## config.mk

```make
export PLATFORM = sky130hd
export DESIGN_NAME = ssp_reg_resp_flat
export DESIGN_NICKNAME = d
export VERILOG_FILES = /design/src/rtl/ssp_reg_resp_if.sv /design/src/rtl/ssp_reg_resp.sv /design/src/flat_wrapper.sv
export SDC_FILE = /design/constraint.sdc
export NUM_CORES = 1
export LEC_CHECK = 0
export ABC_AREA = 1
export CORE_MARGIN = 5
export CORE_UTILIZATION = 23
export DETAILED_ROUTE_END_ITERATION = 10
export PLACE_DENSITY = 0.48
export SETUP_SLACK_MARGIN = 0.05
export SLEW_MARGIN = 30
export SYNTH_ARGS = -nofsm -noshare
export SYNTH_HDL_FRONTEND = slang
export SYNTH_SLANG_ARGS = --single-unit
```

## constraint.sdc

```tcl
create_clock -name Clk -period 6.2 [get_ports Clk]
set_input_delay 0.62 -clock Clk [delete_from_list [all_inputs] [get_ports Clk]]
set_output_delay 0.62 -clock Clk [all_outputs]
set_load 0.01 [all_outputs]
```

## src/rtl/ssp_reg_resp_if.sv

```systemverilog
// SSP register-access bus between the initiator and the responder.
interface ssp_reg_resp_if;
  logic        SSP_SSEL;
  logic        SSP_EOC;
  logic [2:0]  SSP_RA;
  logic        SSP_WnR;
  logic [11:0] SSP_DI;
  logic [11:0] SSP_DO;

  modport master (
    output SSP_SSEL, SSP_EOC, SSP_RA,
    output SSP_WnR, SSP_DI,
    input  SSP_DO
  );

  modport slave (
    input  SSP_SSEL, SSP_EOC, SSP_RA,
    input  SSP_WnR, SSP_DI,
    output SSP_DO
  );
endinterface

```

## src/rtl/ssp_reg_resp.sv

```systemverilog
// SSP register responder: UART register map, TX/RX FIFOs, loopback, irq.
module ssp_reg_resp #(
  parameter int DEPTH = 8,
  parameter int DW    = 8
) (
  input  logic          Clk,
  input  logic          Rst,
  ssp_reg_resp_if.slave ssp,
  output logic [DW-1:0] tx_data,
  output logic          tx_valid,
  input  logic          tx_ready,
  input  logic [DW-1:0] rx_data,
  input  logic          rx_valid,
  output logic          irq
);

  localparam int AW = (DEPTH > 1) ? $clog2(DEPTH) : 1;
  localparam logic [3:0] FULL = 4'(DEPTH);

  logic [11:0]   ucr_q, ucr_d;
  logic [11:0]   spr_q, spr_d;
  logic [11:0]   tdr_q, tdr_d;
  logic [11:0]   do_q, do_d;
  logic          irq_q, irq_d;
  logic          ovf_q, ovf_d;

  logic [DW-1:0] tx_mem_q [DEPTH];
  logic [DW-1:0] rx_mem_q [DEPTH];
  logic [AW-1:0] tx_wp_q, tx_rp_q;
  logic [AW-1:0] rx_wp_q, rx_rp_q;
  logic [3:0]    tx_cnt_q, tx_cnt_d;
  logic [3:0]    rx_cnt_q, rx_cnt_d;

  logic acc, wr, rd;
  logic sel_ucr, sel_usr, sel_tdr;
  logic sel_rdr, sel_spr;
  logic tx_empty, tx_full;
  logic rx_empty, rx_full;
  logic tx_push, tx_pop;
  logic rx_push, rx_pop;
  logic lb, lb_mv, rx_in_v, ovf_set;
  logic [DW-1:0] tx_head, rx_head, rx_in;
  logic [11:0]   usr, rdata;

  assign acc = ssp.SSP_SSEL & ssp.SSP_EOC;
  assign wr  = acc & ssp.SSP_WnR;
  assign rd  = acc & ~ssp.SSP_WnR;

  assign sel_ucr = ssp.SSP_RA == 3'd0;
  assign sel_usr = ssp.SSP_RA == 3'd1;
  assign sel_tdr = ssp.SSP_RA == 3'd2;
  assign sel_rdr = ssp.SSP_RA == 3'd3;
  assign sel_spr = ssp.SSP_RA == 3'd4;

  assign tx_empty = tx_cnt_q == 4'd0;
  assign tx_full  = tx_cnt_q == FULL;
  assign rx_empty = rx_cnt_q == 4'd0;
  assign rx_full  = rx_cnt_q == FULL;
  assign tx_head  = tx_mem_q[tx_rp_q];
  assign rx_head  = rx_mem_q[rx_rp_q];

  assign lb       = ucr_q[2];
  assign tx_valid = ucr_q[0] & ~lb & ~tx_empty;
  assign tx_data  = tx_head;

  // A pop in the same cycle frees a slot for the incoming byte.
  assign rx_pop  = rd & sel_rdr & ~rx_empty;
  assign lb_mv   = lb & ~tx_empty
                 & (~rx_full | rx_pop);
  assign rx_in_v = lb ? lb_mv
                 : (ucr_q[1] & rx_valid);
  assign rx_in   = lb ? tx_head : rx_data;
  assign rx_push = rx_in_v & (~rx_full | rx_pop);
  assign ovf_set = rx_in_v & rx_full & ~rx_pop;

  assign tx_push = wr & sel_tdr & ~tx_full;
  assign tx_pop  = (tx_valid & tx_ready) | lb_mv;

  assign usr = {tx_cnt_q, rx_cnt_q, ovf_q,
                ~rx_empty, tx_full, tx_empty};

  always_comb begin
    rdata = '0;
    unique case (1'b1)
      sel_ucr: rdata = ucr_q;
      sel_usr: rdata = usr;
      sel_tdr: rdata = tdr_q;
      sel_rdr: rdata = rx_empty ? 12'h000
             : {{(12-DW){1'b0}}, rx_head};
      sel_spr: rdata = spr_q;
      default: rdata = '0;
    endcase
  end

  always_comb begin
    ucr_d = ucr_q;
    spr_d = spr_q;
    tdr_d = tdr_q;
    if (wr && sel_ucr) ucr_d = ssp.SSP_DI;
    if (wr && sel_spr) spr_d = ssp.SSP_DI;
    if (wr && sel_tdr) tdr_d = ssp.SSP_DI;
    do_d = ssp.SSP_SSEL ? rdata : 12'h000;
    ovf_d = ovf_q;
    if (wr && sel_usr && ssp.SSP_DI[3])
      ovf_d = 1'b0;
    if (ovf_set) ovf_d = 1'b1;
    tx_cnt_d = tx_cnt_q + {3'b0, tx_push}
             - {3'b0, tx_pop};
    rx_cnt_d = rx_cnt_q + {3'b0, rx_push}
             - {3'b0, rx_pop};
    irq_d = (ucr_q[4] & tx_empty)
          | (ucr_q[5] & ~rx_empty)
          | (ucr_q[6] & ovf_q);
  end

  always_ff @(posedge Clk or negedge Rst) begin
    if (!Rst) begin
      ucr_q    <= '0;
      spr_q    <= '0;
      tdr_q    <= '0;
      do_q     <= '0;
      irq_q    <= 1'b0;
      ovf_q    <= 1'b0;
      tx_wp_q  <= '0;
      tx_rp_q  <= '0;
      rx_wp_q  <= '0;
      rx_rp_q  <= '0;
      tx_cnt_q <= '0;
      rx_cnt_q <= '0;
    end else begin
      ucr_q    <= ucr_d;
      spr_q    <= spr_d;
      tdr_q    <= tdr_d;
      do_q     <= do_d;
      irq_q    <= irq_d;
      ovf_q    <= ovf_d;
      tx_cnt_q <= tx_cnt_d;
      rx_cnt_q <= rx_cnt_d;
      if (tx_push) tx_wp_q <= tx_wp_q + AW'(1);
      if (tx_pop)  tx_rp_q <= tx_rp_q + AW'(1);
      if (rx_push) rx_wp_q <= rx_wp_q + AW'(1);
      if (rx_pop)  rx_rp_q <= rx_rp_q + AW'(1);
    end
  end

  // Storage needs no reset; the pointers and counts define validity.
  always_ff @(posedge Clk) begin
    if (tx_push)
      tx_mem_q[tx_wp_q] <= ssp.SSP_DI[DW-1:0];
    if (rx_push)
      rx_mem_q[rx_wp_q] <= rx_in;
  end

  assign ssp.SSP_DO = do_q;
  assign irq        = irq_q;

endmodule
```

## src/flat_wrapper.sv

```systemverilog
// flat-port wrapper written by rule: the top's interface ports become plain ports
module ssp_reg_resp_flat 
#(
  parameter int DEPTH = 8,
  parameter int DW    = 8
)
  (Clk, Rst, tx_data, tx_valid, tx_ready, rx_data, rx_valid, irq, ssp_SSP_SSEL, ssp_SSP_EOC, ssp_SSP_RA, ssp_SSP_WnR, ssp_SSP_DI, ssp_SSP_DO);
  ssp_reg_resp_if ssp_i ();
  input  logic Clk;
  input  logic Rst;
  output logic [DW-1:0] tx_data;
  output logic tx_valid;
  input  logic tx_ready;
  input  logic [DW-1:0] rx_data;
  input  logic rx_valid;
  output logic irq;
  input wire logic [$bits(ssp_i.SSP_SSEL)-1:0] ssp_SSP_SSEL;
  input wire logic [$bits(ssp_i.SSP_EOC)-1:0] ssp_SSP_EOC;
  input wire logic [$bits(ssp_i.SSP_RA)-1:0] ssp_SSP_RA;
  input wire logic [$bits(ssp_i.SSP_WnR)-1:0] ssp_SSP_WnR;
  input wire logic [$bits(ssp_i.SSP_DI)-1:0] ssp_SSP_DI;
  output wire logic [$bits(ssp_i.SSP_DO)-1:0] ssp_SSP_DO;
  assign ssp_i.SSP_SSEL = ssp_SSP_SSEL;
  assign ssp_i.SSP_EOC = ssp_SSP_EOC;
  assign ssp_i.SSP_RA = ssp_SSP_RA;
  assign ssp_i.SSP_WnR = ssp_SSP_WnR;
  assign ssp_i.SSP_DI = ssp_SSP_DI;
  assign ssp_SSP_DO = ssp_i.SSP_DO;
  ssp_reg_resp #(.DEPTH(DEPTH), .DW(DW)) u_core (.Clk(Clk), .Rst(Rst), .ssp(ssp_i), .tx_data(tx_data), .tx_valid(tx_valid), .tx_ready(tx_ready), .rx_data(rx_data), .rx_valid(rx_valid), .irq(irq));
endmodule
```

# Yosys cells after proc, flatten, opt, wreduce, memory -nomap -nowiden
# Memories as Yosys holds them, arrays and structs flattened.
# Cells that the tools add are included.
word_totals:
  mem_count: 2
  reg_bits: 70
  latchBits: 0
  rom_bits: 0
  wordCells: 78
  ramBits: 128
  out_inout_bits: 22
  inputBits: 30
classes:
  bitwise: 30
  multipliers: 0
  shift: 0
  magnitude_cmp: 0
  eq_ne: 6
  n_mux: 11
  reduce_logical: 9
  div: 0
  addsub: 8
memory_table:
  columns: ["memory", "depth", "width", "rd", "rd_ports_with_merged_regs", "write_ports", "line_no", "rtl"]
  rows:
  - ["u_core.rx_mem_q", 8, 8, 1, 0, 1, "ssp_reg_resp.sv:28", "logic [DW-1:0] rx_mem_q [DEPTH];"]
  - ["u_core.tx_mem_q", 8, 8, 1, 0, 1, "ssp_reg_resp.sv:27", "logic [DW-1:0] tx_mem_q [DEPTH];"]
ops:
  columns: ["op", "n"]
  rows:
  - ["$pmux W12 S5", 1]
  - ["$and A1 B1 Y1", 19]
  - ["$mux W8", 2]
  - ["$add A3 B1 Y3 const B", 4]
  - ["$mux W12", 1]
  - ["$add A4 B1 Y4", 2]
  - ["$eq A4 B4 Y1 const B", 2]
  - ["$logic_not A4 Y1", 2]
  - ["$sub A4 B1 Y4", 2]
  - ["$mux W1", 7]
  - ["$not A1 Y1", 7]
  - ["$eq A3 B2 Y1 const B", 2]
  - ["$logic_and A1 B1 Y1", 5]
  - ["$or A1 B1 Y1", 4]
  - ["$eq A3 B1 Y1 const B", 1]
  - ["$eq A3 B3 Y1 const B", 1]
  - ["$logic_not A3 Y1", 1]
  - ["$reduce_bool A2 Y1", 1]

# Depth between registers and ports, before layout
# Gate-level depths: netlist (run 1).
depth:
  word_depth: 10
  ltp_mapped: 15
  mapped_depth_nobuf: 15

# Worst setup path after synthesis (run 1)
# OpenSTA, ideal clock, no wires.
synth_path:
  path_type: "flip-flop to flip-flop"
  start: "register u_core.tx_cnt_q[2]"
  end: "register u_core.tx_cnt_q[2]"
  path_slack_ps: 3806
  period_less_slack_ps: 2394
  t_arrival_ps: 2271
  path_buffers: 0
  setup_ps: 123
  required_time_ps: 6077
  path_stages_with_launch: 12
  cell_sequence: "dfrtp_1 > inv_1 > ha_1 > nor3b_2 > nor3_1 > nand2_1 > nand2_4 > ha_1 > inv_1 > ha_1 > fa_1 > xor2_1"
synth_via:
  elab_chain_cells: 6
  elab_cells_between_ends: 12
  cone_classes: "2 x add/sub; 1 x eq/ne; 8 x bitwise; 1 x reduce/logical"
synth_lines:
  columns: ["element", "line_no", "rtl"]
  rows:
  - ["start: declaration", "ssp_reg_resp.sv:31", "logic [3:0] tx_cnt_q, tx_cnt_d;"]
  - ["start signal: assignment", "ssp_reg_resp.sv:137", "tx_cnt_q <= tx_cnt_d;"]
  - ["$logic_not A4 Y1", "ssp_reg_resp.sv:55", "assign tx_empty = tx_cnt_q == 4'd0;"]
  - ["$not A1 Y1", "ssp_reg_resp.sv:63", "assign tx_valid = ucr_q[0] & ~lb & ~tx_empty;"]
  - ["$and A1 B1 Y1", "ssp_reg_resp.sv:63", null]
  - ["named net tx_valid", "flat_wrapper.sv:12", "output logic tx_valid;"]
  - ["$and A1 B1 Y1", "ssp_reg_resp.sv:77", "assign tx_pop = (tx_valid & tx_ready) | lb_mv;"]
  - ["$or A1 B1 Y1", "ssp_reg_resp.sv:77", null]
  - ["$sub A4 B1 Y4", "ssp_reg_resp.sv:108", "- {3'b0, tx_pop};"]
  - ["named net u_core.tx_cnt_d[2]", "ssp_reg_resp.sv:31", null]
# The timed path passes the listed nets, and every way through them passes these cells.
# A chain may end at the register's enable or synchronous reset.

# Final worst setup path (run 1)
layout_path:
  start: "register u_core.tx_rp_q[0]"
  end: "output port tx_data[6]"
layout_via:
  elab_chain_cells: 1
layout_lines:
  columns: ["element", "line_no", "rtl"]
  rows:
  - ["start: declaration", "ssp_reg_resp.sv:29", "logic [AW-1:0] tx_wp_q, tx_rp_q;"]
  - ["start signal: assignment", "ssp_reg_resp.sv:140", "if (tx_pop) tx_rp_q <= tx_rp_q + AW'(1);"]
  - ["$mem_v2 Z8 W8", null, null]
  - ["end: declaration", "flat_wrapper.sv:11", "output logic [DW-1:0] tx_data;"]
# No other way between the ends.

==> metrics, run 1 <==
status=finished, final reports clean; first-pass GRT wire length=34,900 um; Achievable Freq=299 MHz; Synth Cell Area=8480 um2; Crit path depth=6; row count=70; PwrDens=405 nW/um2; CTS Hold Buffers Added=0; R2R setup slack=3370 ps; Yosys reg bits=198; hpwl dp=~15,000 um; starting density of the core=23.2%; port bufs=51; Routed Antenna Nets=0; total track usage=11.0%; Netlist cell types=35; initial antenna violation count=0; commonest cells in the synthesized netlist=nand2_1 (195), edfxtp_1 (128), o21ai_0 (100), nor2_1 (94), dfrtp_1 (70); Logic pwr share=28.9%; worst path required time=5580 ps; Setup TNS=0 ps; Lkg Pwr=just under 4 nW; CP cell instances=inv_2 > o21ai_0 > o22ai_1 > nand2_1 > nand2_1 > clkdlybuf4s50_1; FF-to-FF path depth=11; CP peak stage delay=640 ps; largest net degree at the start of global routing=71; CTS Root Cell=clkbuf_16; kind of critical path=reg2out; startpoint types=flop; Post-route DRC=0; sw power=~0.0014 W; Chip Width=202 um; Final Setup Violations=0; core region area=36,500 um2; RSZ-0062 raised after global routing=false; Final Critical Period=3350 ps; sequential element share of the synthesized area=between 60 and 70%; clock slew at reported path FFs=80 ps; crit share post-route=54.0%; Hold WC Path Type=in2async; # Post-CTS Setup Buffers=0; clk_skew=12.1 ps; post-synthesis instance total=797; area leader, netlist=edfxtp_1; Slew HR=40.2%; critical path's slowest cell=dfrtp_2; Worst-Skew Late Latency=440 ps; Int Pwr=0.00262 W; top-count cell post-synth=nand2_1; critical path arrival=2730 ps; Longest Clk Path Bufs=2; DRT iter0 DRCs=379; GR Overflow Total=0; CTS sink count=198; nets=884; Resized Gates After CTS=0; H-tree levels=4; Inserted Clock Buffers=17; Clock power frac=27.4%; layout cells sized above 1=6.60%; Ys Warns=0; synthesized area per cell=10.6 um2; Max FO, Critical Path=35; vias in the first global route=5,882; total routed wirelength=22,300 um; final hold violations=0; Buf/Inv on CP=2; CTS tree=built; final-report max-slew violation count=0; largest cells by area after synthesis=edfxtp_1 (45%), dfrtp_1 (21%), nand2_1 (8.6%); Net Sw Frac=35.5%; family with the most delay on the worst path=buffers and inverters; Synth Flop Type=edfxtp_1; Max-Cap Viols=0; routed len/inst=16.9 um; Crit. End Element=primary output; Flop pwr share=43.7%; routability congestion estimate=between 0.7 and 0.8; worst setup path endpoint=tx_data[6]; DRT Pass-1 Iters=5; Die ar.=~40,000 um2; top cell type's share of synthesized area=45.3%; ys async rst share=35.4%; Reg-to-Reg Start=u_core.tx_cnt_q[2]; Vias=about 5,700; Max IR drop VDD=0.212 mV; most used cell, CP=nand2_1; syn_nets=around 850; # IOs=52; RR Endpoint=u_core.tx_cnt_q[2]; worst setup path startpoint=u_core.tx_rp_q[0]; synth-to-layout area growth=18.5%; Worst-Margin Slew=894 ps; Post-synth EDFFs=128; Pwr Total=0.00407 W; Inserted Diodes=0; drt via density=4.30; DIE HEIGHT=around 200 um
[final cells by class]
class	count	area, um2
flip-flops and latches	198	5600
clock buffers	22	509
well taps	468	586
repair buffers	52	519
clock inverters	10	77.6
multi-input cells	518	2570
fillers	3790	26500
inverters	49	184
[through the flow]
stage	setup slack, ps	cell area, um2	hold slack [ps]	cells	utilization, %
CTS	2790	10000	350	1317	27.5
detailed placement	2520	9450	473	1285	25.9
global placement	2520	9430	466	1285	25.8
global route	2640	10000	250	1317	27.5
finish	2850	10000	200	1317	27.5
floorplan	3810	8480	324	797	-
[state kept, by name (all words and copies together) (netlist names), 3 cells and up]
register / cells
u_core.rx_mem_q: 64
u_core.tx_mem_q: 64
u_core.spr_q: 12
u_core.ssp.SSP_DO: 12
u_core.tdr_q: 12
u_core.ucr_q: 12
u_core.rx_cnt_q: 4
u_core.tx_cnt_q: 4
u_core.rx_rp_q: 3
u_core.rx_wp_q: 3
u_core.tx_rp_q: 3
u_core.tx_wp_q: 3
[power groups by stage]
stage	combinational (W)	clock, W	sequential (W)
after floorplan	0.000820	0	0.00171
after global placement	0.00118	0	0.00180
after detailed placement	0.00120	0	0.00181
after CTS	0.00120	0.00114	0.00178
after global routing	0.00135	0.00119	0.00181
final	0.00117	0.00111	0.00178
[cells by family (layout without fill, tap and decap cells)]
kind of cell    count (synthesis)  after routing  share of synthesized area (%)
simple gates                  352            352                           17.4
flops                         198            198                           66.0
compound gates                138            138                           8.82
buf+inv                        81            133                           3.91
fa+ha+maj                      18             18                           2.83
xor+xnor                       10             10                           1.03
[worst reg2reg max path, stage by stage (launching register included)]
cell and delay, ps:
dfrtp_1 370, inv_1 80, ha_1 200, nor3b_2 200
nor3_1 430, nand2_1 310, nand2_4 170, ha_1 140
inv_1 40, ha_1 220, fa_1 400, xor2_1 150
[routing by layer]
metal	up-vias	share of wire, %	track usage [%]
met1	2760	47	14.9
met5	-	0	0
met3	21	2.5	2.04
met4	0	1.4	2.81
met2	96	49	18.4
li1	2782	-	-
[worst min path at each step]
stage               startpoint                   end  slack, ps  depth (start not counted)
3_3_place_gp   u_core.ucr_q[3]       u_core.ucr_q[3]        470                          2
3_5_place_dp   u_core.tdr_q[5]       u_core.tdr_q[5]        470                          2
2_1_floorplan              Rst            u_core.irq        320                          0
6_report                   Rst  u_core.ssp.SSP_DO[5]        200                          1
5_1_grt                    Rst  u_core.ssp.SSP_DO[5]        250                          1
4_1_cts                    Rst  u_core.ssp.SSP_DO[5]        350                          1
[layout by cell type, fill, tap and decap left out, types with 2 or more instances in the layout]
cell / instances
o21ai_0: 100
clkdlybuf4s50_1: 50
inv_8: 3
o211ai_1: 2
nor3_1: 2
inv_1: 45
inv_2: 3
xor2_1: 7
edfxtp_1: 128
inv_4: 5
a21oi_1: 13
clkbuf_16: 20
xnor2_1: 3
clkinv_1: 2
nor3_2: 8
nand2_4: 4
a41oi_1: 3
ha_1: 16
nand2_1: 195
fa_1: 2
dfrtp_1: 69
o22ai_1: 17
nor2_1: 94
nand3_1: 41
(Power assumes the default switching activity.)
==> run 2: changes to the inputs <==
==> constraint.sdc (replaced) <==
create_clock -name Clk -period 3.2 [get_ports Clk]
set_input_delay 0.32 -clock Clk [delete_from_list [all_inputs] [get_ports Clk]]
set_output_delay 0.32 -clock Clk [all_outputs]
set_load 0.01 [all_outputs]
==> metrics, run 2 (synthesis results as in run 1) <==
Routed Antenna Nets=0 (unchanged); largest net degree at the start of global routing=71 (unchanged); first-pass GRT wire length=35,300 um (+1.2%); drt via density=4.27 (-0.64%); Worst-Skew Late Latency=430 ps (about the same); Final Critical Period=roughly 2700 ps; kind of critical path=reg2out; final hold violations=0 (unchanged); routed len/inst=16.7 um (-1.2%); # fillers=3,780 (-0.26%); RR Endpoint=u_core.tx_cnt_q[2]; Reg-to-Reg Start=u_core.tx_cnt_q[2]; CTS tree=built; Sequential cell area=5600 um2 (about the same); Pwr Total=0.00799 W (+97%); WHS=453 ps (+253 ps); starting density of the core=23.2% (unchanged); core region area=36,500 um2 (unchanged); Longest Clk Path Bufs=2 (unchanged); port bufs=51 (unchanged); Top Registers=u_core.rx_mem_q x64, u_core.tx_mem_q x64; clk_skew=12.8 ps (+0.744 ps); GR Overflow Total=0 (unchanged); Final Setup Violations=0 (unchanged); DRT iter0 DRCs=415 (+9.5%); crit share post-route=84.8%; Achievable Freq=368 MHz; Max IR drop VDD=0.451 mV (+110%); Multi-input gate area=2550 um2 (-0.78%); nets=911 (+3.1%); Crit. End Element=primary output; clock slew at reported path FFs=80 ps (about the same); Hold WC Path Type=in2async; initial antenna violation count=0 (unchanged); synth-to-layout area growth=20.8%; routability congestion estimate=0.785 (+1.2%); FF-to-FF path depth=11 (unchanged); layout cells sized above 1=8.90% (+2.3 points); status=finished, final reports clean; CTS sink count=198 (unchanged); total routed wirelength=22,500 um (+0.87%); # Post-CTS Setup Buffers=0 (unchanged); critical path arrival=2390 ps (-340 ps); CTS Root Cell=clkbuf_16; Max FO, Critical Path=33 (-5.7%); R2R setup slack=510 ps (-2860 ps); Post-route DRC=0 (unchanged); PwrDens=780 nW/um2 (+93%); final setup margin=485 ps (-2370 ps); worst slack, placed=303 ps (-2220 ps); startpoint types=flop; final instance area=10,200 um2 (+2.0%); Slew HR=53.8% (+14 points); DIE HEIGHT=202 um (unchanged); Chip Width=202 um (unchanged); DRT Pass-1 Iters=5 (unchanged); row count=70 (unchanged); Inserted Diodes=0 (unchanged); Worst-Margin Slew=691 ps (-202 ps); most frequent cells in the layout=nand2_1 (195), edfxtp_1 (128), o21ai_0 (100); # IOs=52 (unchanged); Inserted Clock Buffers=17 (unchanged); vias in the first global route=5,840 (-0.71%); most common cell after layout, fill and taps aside=nand2_1; placed cell areas=9630 um2 (+1.9%); Vias=5,738 (+1.4%); Lkg Pwr=4.04 nW (+3.5%); Setup TNS=0 ps (unchanged); total track usage=11.2% (+0.15 points); final-report max-slew violation count=0 (unchanged); hpwl dp=15,400 um (+2.3%); RSZ-0062 raised after global routing=false; Max-Cap Viols=0 (unchanged); worst path required time=2880 ps (-2700 ps); Die ar.=40,800 um2 (unchanged); H-tree levels=4 (unchanged)
## run 2: how the worst max path moves through the flow
stage                             from            endpoint
finish               u_core.tx_rp_q[0]          tx_data[5]
global route         u_core.tx_rp_q[0]          tx_data[5]
CTS                  u_core.tx_rp_q[0]          tx_data[5]
detailed placement       ssp_SSP_RA[2]  u_core.tx_cnt_q[2]
global placement         ssp_SSP_RA[2]  u_core.tx_cnt_q[2]
floorplan           u_core.tx_cnt_q[2]  u_core.tx_cnt_q[2]
## run 2: stage by stage
stage / cells / utilization [%]
floorplan: 797 / -
global placement: 1311 / 26.4
detailed placement: 1311 / 26.4
CTS: 1343 / 28.0
global route: 1344 / 28.1
finish: 1344 / 28.1
## run 2: timing repair
item	in CTS	in global routing
endpoints found under the hold margin	0	70
hold buffers	0	1
gates resized for setup	0	0
## run 2: critical path: stages (launching register included)
cell	delay, ps
dfrtp_1	390
inv_2	420
o21ai_0	160
o22ai_1	160
nand2_1	70
nand2_1	170
clkdlybuf4s50_1	580
## run 2: layer usage
metal / wire length (um) / global-route usage [%] / vias up
met2: 11000 / 18.6 / 93
li1: - / - / 2832
met5: 0 / 0 / -
met1: 10500 / 15.0 / 2798
met3: 691 / 2.36 / 15
met4: 282 / 2.83 / 0
## run 2: final cells by class
type	instances	share of cell area, %
Timing Repair Buffer	79	7.07
Multi-Input combinational cell	518	24.9
Clock inverter	10	0.721
Tap cell	468	5.72
Clock buffer	22	5.17
Inverter	49	1.80
Sequential cell	198	54.6
## run 2: where the power goes
| group | total (W) | switching [W] | leakage, nW | internal [W] |
|---|---|---|---|---|
| Combinational | 0.00249 | 0.00162 | 1.68 | 0.000876 |
| Sequential | 0.00332 | 0.000208 | 2.05 | 0.00311 |
| Clock | 0.00218 | 0.000984 | 0.305 | 0.00120 |
| Total | 0.00799 | 0.00281 | 4.04 | 0.00518 |
==> run 3: changes to the inputs <==
==> constraint.sdc (replaced) <==
create_clock -name Clk -period 2.65 [get_ports Clk]
set_input_delay 0.265 -clock Clk [delete_from_list [all_inputs] [get_ports Clk]]
set_output_delay 0.265 -clock Clk [all_outputs]
set_load 0.01 [all_outputs]
==> metrics, run 3 (synthesis results as in run 1) <==
worst setup path startpoint=u_core.tx_rp_q[1]; clock slew at reported path FFs=80 ps (about the same); Reg-to-Reg Start=u_core.rx_cnt_q[2]; Lkg Pwr=4.19 nW (+3.8%); Max IR drop VDD=0.394 mV (-13%); startpoint types=flop; Inserted Diodes=0 (unchanged); largest net degree at the start of global routing=71 (unchanged); Final Setup Violations=0 (unchanged); Die ar.=40,800 um2 (unchanged); DIE HEIGHT=202 um (unchanged); Worst-Skew Late Latency=450 ps (+20 ps); DRT iter0 DRCs=521 (+26%); Top Registers=u_core.rx_mem_q x64, u_core.tx_mem_q x64; routed len/inst=16.7 um (about the same); Longest Clk Path Bufs=2 (unchanged); status=finished, final reports clean; starting density of the core=23.2% (unchanged); total track usage=11.1% (-0.050 points); final instance area=10,500 um2 (+2.4%); placed cell areas=9780 um2 (+1.6%); H-tree levels=4 (unchanged); most common cell after layout, fill and taps aside=nand2_1; Crit. End Element=primary output; vias in the first global route=5,854 (+0.24%); Post-Layout Cell Count=1,366 (+1.6%); Routed Antenna Nets=0 (unchanged); # IOs=52 (unchanged); final hold violations=0 (unchanged); crit share post-route=93.9%; core region area=36,500 um2 (unchanged); final-report max-slew violation count=0 (unchanged); RSZ-0062 raised after global routing=false; worst path required time=2380 ps (-500 ps); layout cells sized above 1=11.6% (+2.7 points); GR Overflow Total=0 (unchanged); Post-route DRC=0 (unchanged); dpl cells=1,331 (+1.5%); Final Critical Period=2490 ps; Setup TNS=0 ps (unchanged); hpwl dp=15,400 um (-0.34%); nets=933 (+2.4%); most frequent cells in the layout=nand2_1 (193), edfxtp_1 (128), o21ai_0 (100); Slew HR=48.3% (-5.6 points); Chip Width=202 um (unchanged); Hold WC Path Type=in2async; routability congestion estimate=0.736 (-6.3%); Vias=5,929 (+3.3%); CTS sink count=198 (unchanged); row count=70 (unchanged); clk_skew=22.3 ps (+9.54 ps); synth-to-layout area growth=23.7%; Max FO, Critical Path=9 (-73%); Inserted Clock Buffers=17 (unchanged); R2R setup slack=200 ps (-310 ps); first-pass GRT wire length=35,000 um (-0.86%); critical path arrival=2220 ps (-170 ps); initial antenna violation count=0 (unchanged); kind of critical path=reg2out; drt via density=4.34 (+1.7%); DRT Pass-1 Iters=5 (unchanged); Max-Cap Viols=0 (unchanged); Achievable Freq=402 MHz; CTS Root Cell=clkbuf_16; total routed wirelength=22,800 um (+1.5%); CTS tree=built; Worst-Margin Slew=774 ps (+83.2 ps); port bufs=51 (unchanged); PwrDens=954 nW/um2 (+22%)
-- run 3: changes by cell type in the layout (fill, tap and decap cells not counted), moves of 2 or more --
| cell | delta |
|---|---|
| buf_4 | +22 |
| inv_12 | +6 |
| clkinv_8 | +5 |
| inv_4 | -5 |
| clkbuf_16 | -4 |
| clkdlybuf4s50_1 | -3 |
| dlymetal6s2s_1 | +3 |
| inv_16 | +2 |
| nand2_1 | -2 |
| nand2_2 | +2 |
-- run 3: cell type report --
class | instances | area, um2
multi-input cells | 518 | 2560
fillers | 3726 | 26000
repair buffers | 101 | 897
inverters | 49 | 184
clock buffers | 17 | 425
well taps | 468 | 586
clock inverters | 15 | 239
flip-flops and latches | 198 | 5600
-- run 3: layer usage --
layer	wire, um	share of wire, %	GRT usage (%)
met2	11100	49	18.4
met3	738	3.2	1.96
met1	10500	46	14.8
met5	0	0	0
met4	456	2.0	3.76
-- run 3: stage by stage --
step / setup slack (ps) / power [W] / hold WS (ps) / utilization [%]
finish: 162 / 0.0100 / 406 / 28.7
global route: 58.4 / 0.0107 / 477 / 28.7
CTS: 84.5 / 0.0101 / 433 / 28.7
detailed placement: 77.4 / 0.00725 / 472 / 26.8
global placement: 97.4 / 0.00723 / 464 / 26.8
floorplan: 256 / 0.00591 / -30.6 / -
-- run 3: power by group --
| part | switching [W] | leakage, nW | internal [W] |
|---|---|---|---|
| combinational | 0.00194 | 1.83 | 0.00121 |
| clock | 0.00148 | 0.318 | 0.00136 |
| sequential | 0.000279 | 2.04 | 0.00375 |
-- run 3: path summary, 6_finish.rpt --
kind                                         to  cells after the start
hold / removal             u_core.ssp.SSP_DO[5]                      2
hold reg to reg                 u_core.tdr_q[6]                      2
min in group Clk               u_core.tdr_q[11]                      3
setup reg to reg             u_core.tx_cnt_q[2]                     11
setup / recovery                     tx_data[1]                      7
max in group asynchronous     u_core.tx_rp_q[1]                      2
-- run 3: critical path, cell delays in order, from the launching register on --
cell	delay (ps)
dfrtp_2	490
inv_1	100
buf_4	160
o21ai_0	90
o22ai_1	160
nand2_1	90
nand2_1	120
clkdlybuf4s50_1	560
-- run 3: timing repair --
action | 4_1_cts | 5_1_grt
hold buffers | 1 | 0
buffers inserted | 2 | 0
endpoints found under the hold margin | 29 | 0
gates resized for setup | 1 | 7
setup endpoints to repair | 8 | 7
pin swaps | 0 | 1
